**config.mk**
```make
export PLATFORM = sky130hd
export DESIGN_NAME = ysyx_icache
export DESIGN_NICKNAME = d
export VERILOG_FILES = /design/src/rtl/ysyx_icache.sv
export SDC_FILE = /design/constraint.sdc
export NUM_CORES = 2
export LEC_CHECK = 0
export ABC_AREA = 1
export BUFFER_PORTS_ARGS = -buffer_cell sky130_fd_sc_hd__buf_2
export CAP_MARGIN = 20
export CORE_MARGIN = 1
export CORE_UTILIZATION = 50
export CTS_BUF_LIST = sky130_fd_sc_hd__clkbuf_2
export DETAILED_ROUTE_END_ITERATION = 8
export PLACE_DENSITY = 0.66
export SLEW_MARGIN = 0
export SYNTH_ARGS = -nofsm -noshare
export SYNTH_HDL_FRONTEND = slang
export SYNTH_SLANG_ARGS = --single-unit
```
**constraint.sdc**
```tcl
create_clock -name clk -period 10.2 [get_ports clk]
set_clock_uncertainty 0.15 [all_clocks]
set_input_delay 2.04 -clock clk [delete_from_list [all_inputs] [get_ports clk]]
set_output_delay 2.04 -clock clk [all_outputs]
set_load 0.01 [all_outputs]
```
**src/rtl/ysyx_icache.sv**
```systemverilog
// Direct-mapped instruction cache, 2^SET_BITS lines of 2^WORD_BITS words, single AR/R refill port.
// Latency: hit responds two cycles after acceptance; a miss adds one AR/R round trip per line word.
// Backpressure: one request in flight; req_ready only in IDLE, response held until rsp_ready.
module ysyx_icache #(
  parameter int ADDR_W    = 32,
  parameter int DATA_W    = 32,
  parameter int SET_BITS  = 4,
  parameter int WORD_BITS = 2
) (
  input  logic              clk,
  input  logic              rst,
  input  logic              req_valid,
  output logic              req_ready,
  input  logic [ADDR_W-1:0] req_addr,
  output logic              rsp_valid,
  input  logic              rsp_ready,
  output logic [DATA_W-1:0] rsp_inst,
  output logic [ADDR_W-1:0] rsp_pc,
  input  logic              flush,
  output logic [ADDR_W-1:0] mem_araddr,
  output logic              mem_arvalid,
  input  logic              mem_arready,
  input  logic [DATA_W-1:0] mem_rdata,
  input  logic              mem_rvalid,
  output logic [31:0]       hit_cnt,
  output logic [31:0]       miss_cnt
);

  localparam int SETS   = 1 << SET_BITS;
  localparam int WORDS  = 1 << WORD_BITS;
  localparam int IDX_LO = WORD_BITS + 2;
  localparam int TAG_LO = SET_BITS + WORD_BITS + 2;
  localparam int TAG_W  = ADDR_W - TAG_LO;
  localparam logic [WORD_BITS-1:0] LAST = '1;

  typedef enum logic [2:0] {
    S_IDLE,
    S_LOOKUP,
    S_MISS_AR,
    S_MISS_R,
    S_RESP
  } state_e;

  state_e                         state_q;
  logic [ADDR_W-1:0]              addr_q;
  logic [SETS-1:0]                valid_q;
  logic [TAG_W-1:0]               tag_q  [SETS];
  logic [DATA_W-1:0]              data_q [SETS*WORDS];
  logic [WORD_BITS-1:0]           cnt_q;
  logic                           pend_q;
  logic [31:0]                    hit_cnt_q;
  logic [31:0]                    miss_cnt_q;
  logic                           req_ready_q;
  logic                           rsp_valid_q;
  logic                           mem_arvalid_q;
  // LOOKUP spans two cycles: phase 0 reads the tag/valid arrays into
  // registers (SRAM-style), phase 1 compares against the request tag.
  logic                           lk_ph_q;
  logic                           lk_vld_q;
  logic [TAG_W-1:0]               lk_tag_q;

  logic [TAG_W-1:0]               a_tag;
  logic [SET_BITS-1:0]            a_idx;
  logic [WORD_BITS-1:0]           a_off;

  assign a_tag = addr_q[ADDR_W-1:TAG_LO];
  assign a_idx = addr_q[TAG_LO-1:IDX_LO];
  assign a_off = addr_q[IDX_LO-1:2];

  assign req_ready   = req_ready_q;
  assign rsp_valid   = rsp_valid_q;
  assign mem_arvalid = mem_arvalid_q;
  assign rsp_pc      = addr_q;
  assign rsp_inst    = data_q[{a_idx, a_off}];
  assign mem_araddr  = {a_tag, a_idx, cnt_q, 2'b00};
  assign hit_cnt     = hit_cnt_q;
  assign miss_cnt    = miss_cnt_q;

  // Control FSM: state, valid bits, refill counter, flush-pending, perf counters, handshake outputs.
  always_ff @(posedge clk) begin
    if (rst) begin
      state_q       <= S_IDLE;
      valid_q       <= '0;
      cnt_q         <= '0;
      pend_q        <= 1'b0;
      hit_cnt_q     <= '0;
      miss_cnt_q    <= '0;
      req_ready_q   <= 1'b1;
      rsp_valid_q   <= 1'b0;
      mem_arvalid_q <= 1'b0;
      lk_ph_q       <= 1'b0;
      lk_vld_q      <= 1'b0;
    end else begin
      if (flush) begin
        valid_q <= '0;
      end
      case (state_q)
        S_IDLE: begin
          if (req_valid) begin
            addr_q      <= req_addr;
            lk_ph_q     <= 1'b0;
            req_ready_q <= 1'b0;
            state_q     <= S_LOOKUP;
          end
        end
        S_LOOKUP: begin
          if (!lk_ph_q) begin
            lk_ph_q  <= 1'b1;
            // A flush in this cycle clears the array, so the line must read as invalid.
            lk_vld_q <= valid_q[a_idx] & ~flush;
            lk_tag_q <= tag_q[a_idx];
          end else begin
            lk_ph_q <= 1'b0;
            if (lk_vld_q && (lk_tag_q == a_tag) && !flush) begin
              hit_cnt_q   <= hit_cnt_q + 32'd1;
              rsp_valid_q <= 1'b1;
              state_q     <= S_RESP;
            end else begin
              miss_cnt_q    <= miss_cnt_q + 32'd1;
              cnt_q         <= '0;
              mem_arvalid_q <= 1'b1;
              state_q       <= S_MISS_AR;
            end
          end
        end
        S_MISS_AR: begin
          if (flush) begin
            pend_q <= 1'b1;
          end
          if (mem_arready) begin
            mem_arvalid_q <= 1'b0;
            state_q       <= S_MISS_R;
          end
        end
        S_MISS_R: begin
          if (flush) begin
            pend_q <= 1'b1;
          end
          if (mem_rvalid) begin
            if (cnt_q == LAST) begin
              // A flush seen anywhere in this refill leaves the line invalid;
              // the requester still gets the freshly fetched word.
              if (!pend_q && !flush) begin
                valid_q[a_idx] <= 1'b1;
              end
              pend_q      <= 1'b0;
              rsp_valid_q <= 1'b1;
              state_q     <= S_RESP;
            end else begin
              cnt_q         <= cnt_q + WORD_BITS'(1);
              mem_arvalid_q <= 1'b1;
              state_q       <= S_MISS_AR;
            end
          end
        end
        S_RESP: begin
          if (rsp_ready) begin
            rsp_valid_q <= 1'b0;
            req_ready_q <= 1'b1;
            state_q     <= S_IDLE;
          end
        end
        default: begin
          rsp_valid_q   <= 1'b0;
          mem_arvalid_q <= 1'b0;
          req_ready_q   <= 1'b1;
          state_q       <= S_IDLE;
        end
      endcase
    end
  end

  // Line storage: refill beats land in ascending word order, tag written with the last beat.
  always_ff @(posedge clk) begin
    if (!rst && (state_q == S_MISS_R) && mem_rvalid) begin
      data_q[{a_idx, cnt_q}] <= mem_rdata;
      if (cnt_q == LAST) begin
        tag_q[a_idx] <= a_tag;
      end
    end
  end

endmodule

```
After elaboration in Yosys (flattened, before gate mapping)

Memory sizes are Yosys's and may differ from the RTL's. A register that Yosys moved wholly into a read port is not among the register bits.
Cells that the tools add are included.

Word-level logic and storage cells: 120
Output and inout port bits: 163
RAM bits: 2,432
Flip-flop bits (word level): 123
Memories: 2
Input port bits: 71

Bitwise logic cells: 9
Equality and inequality tests: 15
Magnitude comparators: 2
Reductions and logical operators: 27
Add/subtract/negate cells: 3
Multiplexer cells: 50

Memories:

| name   | words | bits a word | read ports | clocked after Yosys merged registers in | wr ports | RTL line | source |
|---|---|---|---|---|---|---|---|
| data_q | 64    | 32          | 1          | 1                                       | 1        | 48       | `logic [DATA_W-1:0] data_q [SETS*WORDS];` |
| tag_q  | 16    | 24          | 1          | 1                                       | 1        | 47       | `logic [TAG_W-1:0] tag_q [SETS];` |

Operators by type and width:

| kind                  | count |
|---|---|
| $mux 16               | 6 |
| $add 32x1->32 const B | 2 |
| $eq 24x24->1          | 1 |
| $mux 1                | 23 |
| $mux 3                | 7 |
| $ne 2x2->1 const B    | 8 |
| $or 16x16->16         | 1 |
| $pmux 3 s5            | 1 |
| $reduce_and 3->1      | 5 |
| $reduce_and 6->1      | 2 |
| $reduce_and 5->1      | 2 |
| $mux 2                | 4 |
| $pmux 1 s4            | 2 |
| $not 1->1             | 7 |
| $eq 3x2->1 const B    | 2 |
| $logic_and 1x1->1     | 6 |
| $mux 6                | 1 |
| $reduce_bool 2->1     | 3 |
| $lt 4x5->1 const B    | 1 |
| $bmux 1 s4            | 1 |
| $demux 1 s4           | 1 |
| $ge 4x1->1 const B    | 1 |
| $pmux 1 s2            | 2 |
| $pmux 2 s2            | 1 |
| 12 further kinds      | 16 |

Logic depth before layout (Yosys ltp)

Word-level depth: 9
Mapped depth: 14
Depth with buffers taken out: 14

Worst setup path before layout

No wires, ideal clock.

Path kind: input-to-reg
From: input rst
To: memory tag_q[0][0] (netlist name), enable pin
Library setup time: 435 ps
Slack: 5,136 ps
Buffers on the path: 2
Stages on the path: 5
Required time: 9,615 ps
Data arrival time: 4,479 ps
Cells stage by stage: clkbuf_1 > nor3_1 > nand2_1 > clkbuf_1 > nor3_1

Longest elaborated chain between the ends: 5

RTL lines:

| item                           | RTL line | source |
|---|---|---|
| start, declared                | 11       | `input logic rst,` |
| $logic_not 1->1                | 175      | `if (!rst && (state_q == S_MISS_R) && mem_rvalid) begin` |
| $logic_and 1x1->1 (2 in a row) | 175      |  |
| $mux 1                         | 175      |  |
| $mux 1 (implied by the code)   | 178      | `tag_q[a_idx] <= a_tag;` |
| end, declared                  | 47       |  |

No other way between the ends.

==> impl_results.md <==
* Startpoint Class: register
* Skew-Pair Late Insertion Delay at 1.92 ns
* Initial cell density of the core at 0.504
* Cts bufs inserted at 654
* Final min period at 8.36 ns
* Highest routed layer: met5
* Cell depth of the worst setup path at 10
* Largest area contributor in the netlist: edfxtp_1
* Total Routing Usage GR at 0.273
* Total negative setup slack at 0 ns
* Post-synth EDFFs at 2488
* Layout Area Growth over Synthesis at 9.86%
* Power density over the cells at 209 mW/mm²
* R2R Setup Slk at 6.19 ns
* Max-cap violations at 0
* Final Hold Viols at 0
* Post-layout instance area at 0.112 mm²
* Avg WL per Cell at 24.5 µm
* Global-route wire length before repair at 417 mm
* Mapped Area at 0.102 mm²
* Placer congestion estimate at 0.868
* Die area at 0.206 mm²
* Critical path's top delay family: buffers and inverters
* DRT Pass-1 Iters at 6
* Antenna viol nets, final at 0
* Io pins at 234
* Synth Area in Adders at 0.000367
* Sequential share of power at 0.508
* Post-CTS Setup Bufs at 0
* R2r worst-path depth at 7
* Seq/Total Area, Yosys at 0.750
* Die Height at 454 µm
* CP dominant cell by count: nand3_1
* Largest net degree at the start of global routing at 238
* Crit share post-route at 0.819
* Mux cell area share after synthesis at 0
* R2R Path Start: rsp_pc[5]
* CTS tree: yes
* Worst path cell trace: buf_4 > buf_4 > o21ai_0 > o22ai_1 > nand2_1 > nand3_1 > nand3_1 > nand3_1 > and2_1 > buf_2
* Resized Gates After CTS at 0
* F_max at 0.120 GHz
* Layout cell share with drive strength beyond 1 at 0.164
* Yosys warns at 0
* Tightest Pin Transition at 1.27 ns
* Row cnt at 165
* Die Wd at 454 µm
* Crit path capture type: output pin
* Compound-Gate Fraction of Synth Area at 0.109
* CP bufs+invs at 3
* H-tree depth at 6
* Dpl cell area at 0.106 mm²
* Async SR Flop Fraction at 0
* Net Switching at 7.79 mW
* RR Endpoint: lk_tag_q[18]
* WL met3 at 28.1 mm
* Avg Cell Area, Syn at 12.8 µm²
* Status: completed
* First DRT Iteration DRCs at 7801
* Final setup viols at 0
* Fin cells at 11.7k
* Largest family of logic cells by synthesized area: compound AO/OA/AOI/OAI gates
* Dpl hpwl at 139 mm
* Yosys reg bits at 2585
* Cell with the most instances after synthesis: edfxtp_1
* Cell variety after synth at 39
* Worst Path Required at 8.01 ns
* Final Max Slew Viols at 0
* CTS Sinks at 2585
* Pint at 15.7 mW
* Slowest stage cell, crit path: buf_4
* Via density at 5.94
* Critical setup path kind: reg -> out
* Combinational power share at 0.206
* Synth Instances at 8002
* Cell chosen for the clock root: clkbuf_2
* IO Port Bufs at 231
* Min-Delay Path Class: reg -> reg
* Met1 wire length at 110 mm
* Synth area leaders: edfxtp_1 (73%), o21ai_0 (5.2%), nor2_1 (4.6%), nand2_1 (3.1%), o22ai_1 (3.1%)
* Leakage power at 37.8 nW
* Total gr overflow at 0
* Top post-synthesis cells by count: edfxtp_1 (2488), nor2_1 (1248), o21ai_0 (1055), nand2_1 (855), o22ai_1 (512)
* Via count at 69.2k
* Clk buf depth at 4
* VDD IR max at 0.180 mV
* Worst-path clk slew at 0.10 ns
* Core Util, Final at 0.554
* Sw Ratio at 0.332
* Cts-stage hold buffer count at 33
* Xor/xnor share of the synthesized area at 0.00266
* Area fraction of the dominant cell type after synthesis at 0.731
* Slew headroom at 0.154
* Vias in the first global route at 66.9k
* Worst path max stage delay at 0.96 ns
* Hold Path Depth at 2
* Area of the core at 0.203 mm²
* RSZ-0062 raised after global routing: no
* Most used flip-flop cell after synthesis: edfxtp_1
* Residual DRC count at 0
* CP Capture Point: rsp_inst[5]
* Tot Pwr at 23.5 mW
* Clk pwr share at 0.286
* Antenna violations before repair at 19
* Post-Place Cells at 10.5k
* Nets@finish at 8613
* Post-synthesis simple-gate area fraction at 0.108
* Met2 WL at 136 mm
* Drt total wl at 286 mm
* CP max FO at 93
* WP data arrival at 6.17 ns
logic make-up after synthesis:
| family | count (synthesis) |
|---|---|
| simple gates | 2708 |
| flops | 2585 |
| compound gates | 1979 |
| buf+inv | 695 |
| xor+xnor | 31 |
| fa+ha+maj | 3 |
| other cells | 1 |
worst register-to-register path, delay by kind of cell, from the launching register on:
kind	cells	cell delay [ns]
DFF	1	0.75
AOI/OAI and AO/OA	2	0.41
buffers and inverters	2	1.50
and+or+nand+nor	3	0.92
power groups by stage:
stage / registers (mW) / logic (mW) / clock network (mW)
after global routing: 11.9 / 5.23 / 7.37
after detailed placement: 12.2 / 4.74 / 0
after floorplan: 12.0 / 3.13 / 0
final: 11.9 / 4.84 / 6.72
after CTS: 11.9 / 4.77 / 6.86
after global placement: 12.2 / 4.67 / 0
per-stage QoR:
step	setup WS, ns	hold slack (ns)
finish	1.84	0.319
global route	1.61	0.144
CTS	1.72	0.0183
detailed placement	3.92	0.308
global placement	3.98	0.302
floorplan	5.14	0.293
cell usage in the layout, fill, tap and decap left out, types with 141 or more instances in the layout:
master / instances
a22oi_1: 190
a21oi_1: 173
clkinv_1: 141
edfxtp_1: 2488
nor2_1: 1180
buf_4: 152
nand3_1: 471
clkbuf_2: 905
o21ai_0: 1055
o22ai_1: 512
buf_2: 231
nand2_1: 855
cell type report:
cell class	instances	area, µm²
Multi-Input combinational cell	4723	23100
Clock buffer	905	4530
Inverter	141	566
Timing Repair Buffer	434	3000
Sequential cell	2585	76700
Clock inverter	191	1030
Fill cell	16900	90400
Tap cell	2672	3340
Antenna cell	10	25.0
worst min-delay path by stage:
stage,startpoint,end,slack [ns]
after floorplan,valid_q[1],valid_q[1],0.29
after global placement,valid_q[2],valid_q[2],0.30
after detailed placement,mem_arvalid,mem_arvalid,0.31
after CTS,rsp_ready,state_q[2],0.02
after global routing,rsp_ready,state_q[2],0.14
final,mem_arvalid,mem_arvalid,0.32
registers in the layout (all words and copies together) (netlist names), 2 cells and up, named ones only:
name,count
tag_q,384
data_q,2048
state_q,3
rsp_pc,32
miss_cnt,32
hit_cnt,32
valid_q,16
lk_tag_q,24
cnt_q,2
layer usage:
layer,track usage,vias up
met5,0,-
met4,0.133,4
met3,0.0529,620
met2,0.437,3760
met1,0.358,33900
li1,-,30900
Power figures use the tool's default switching activity.
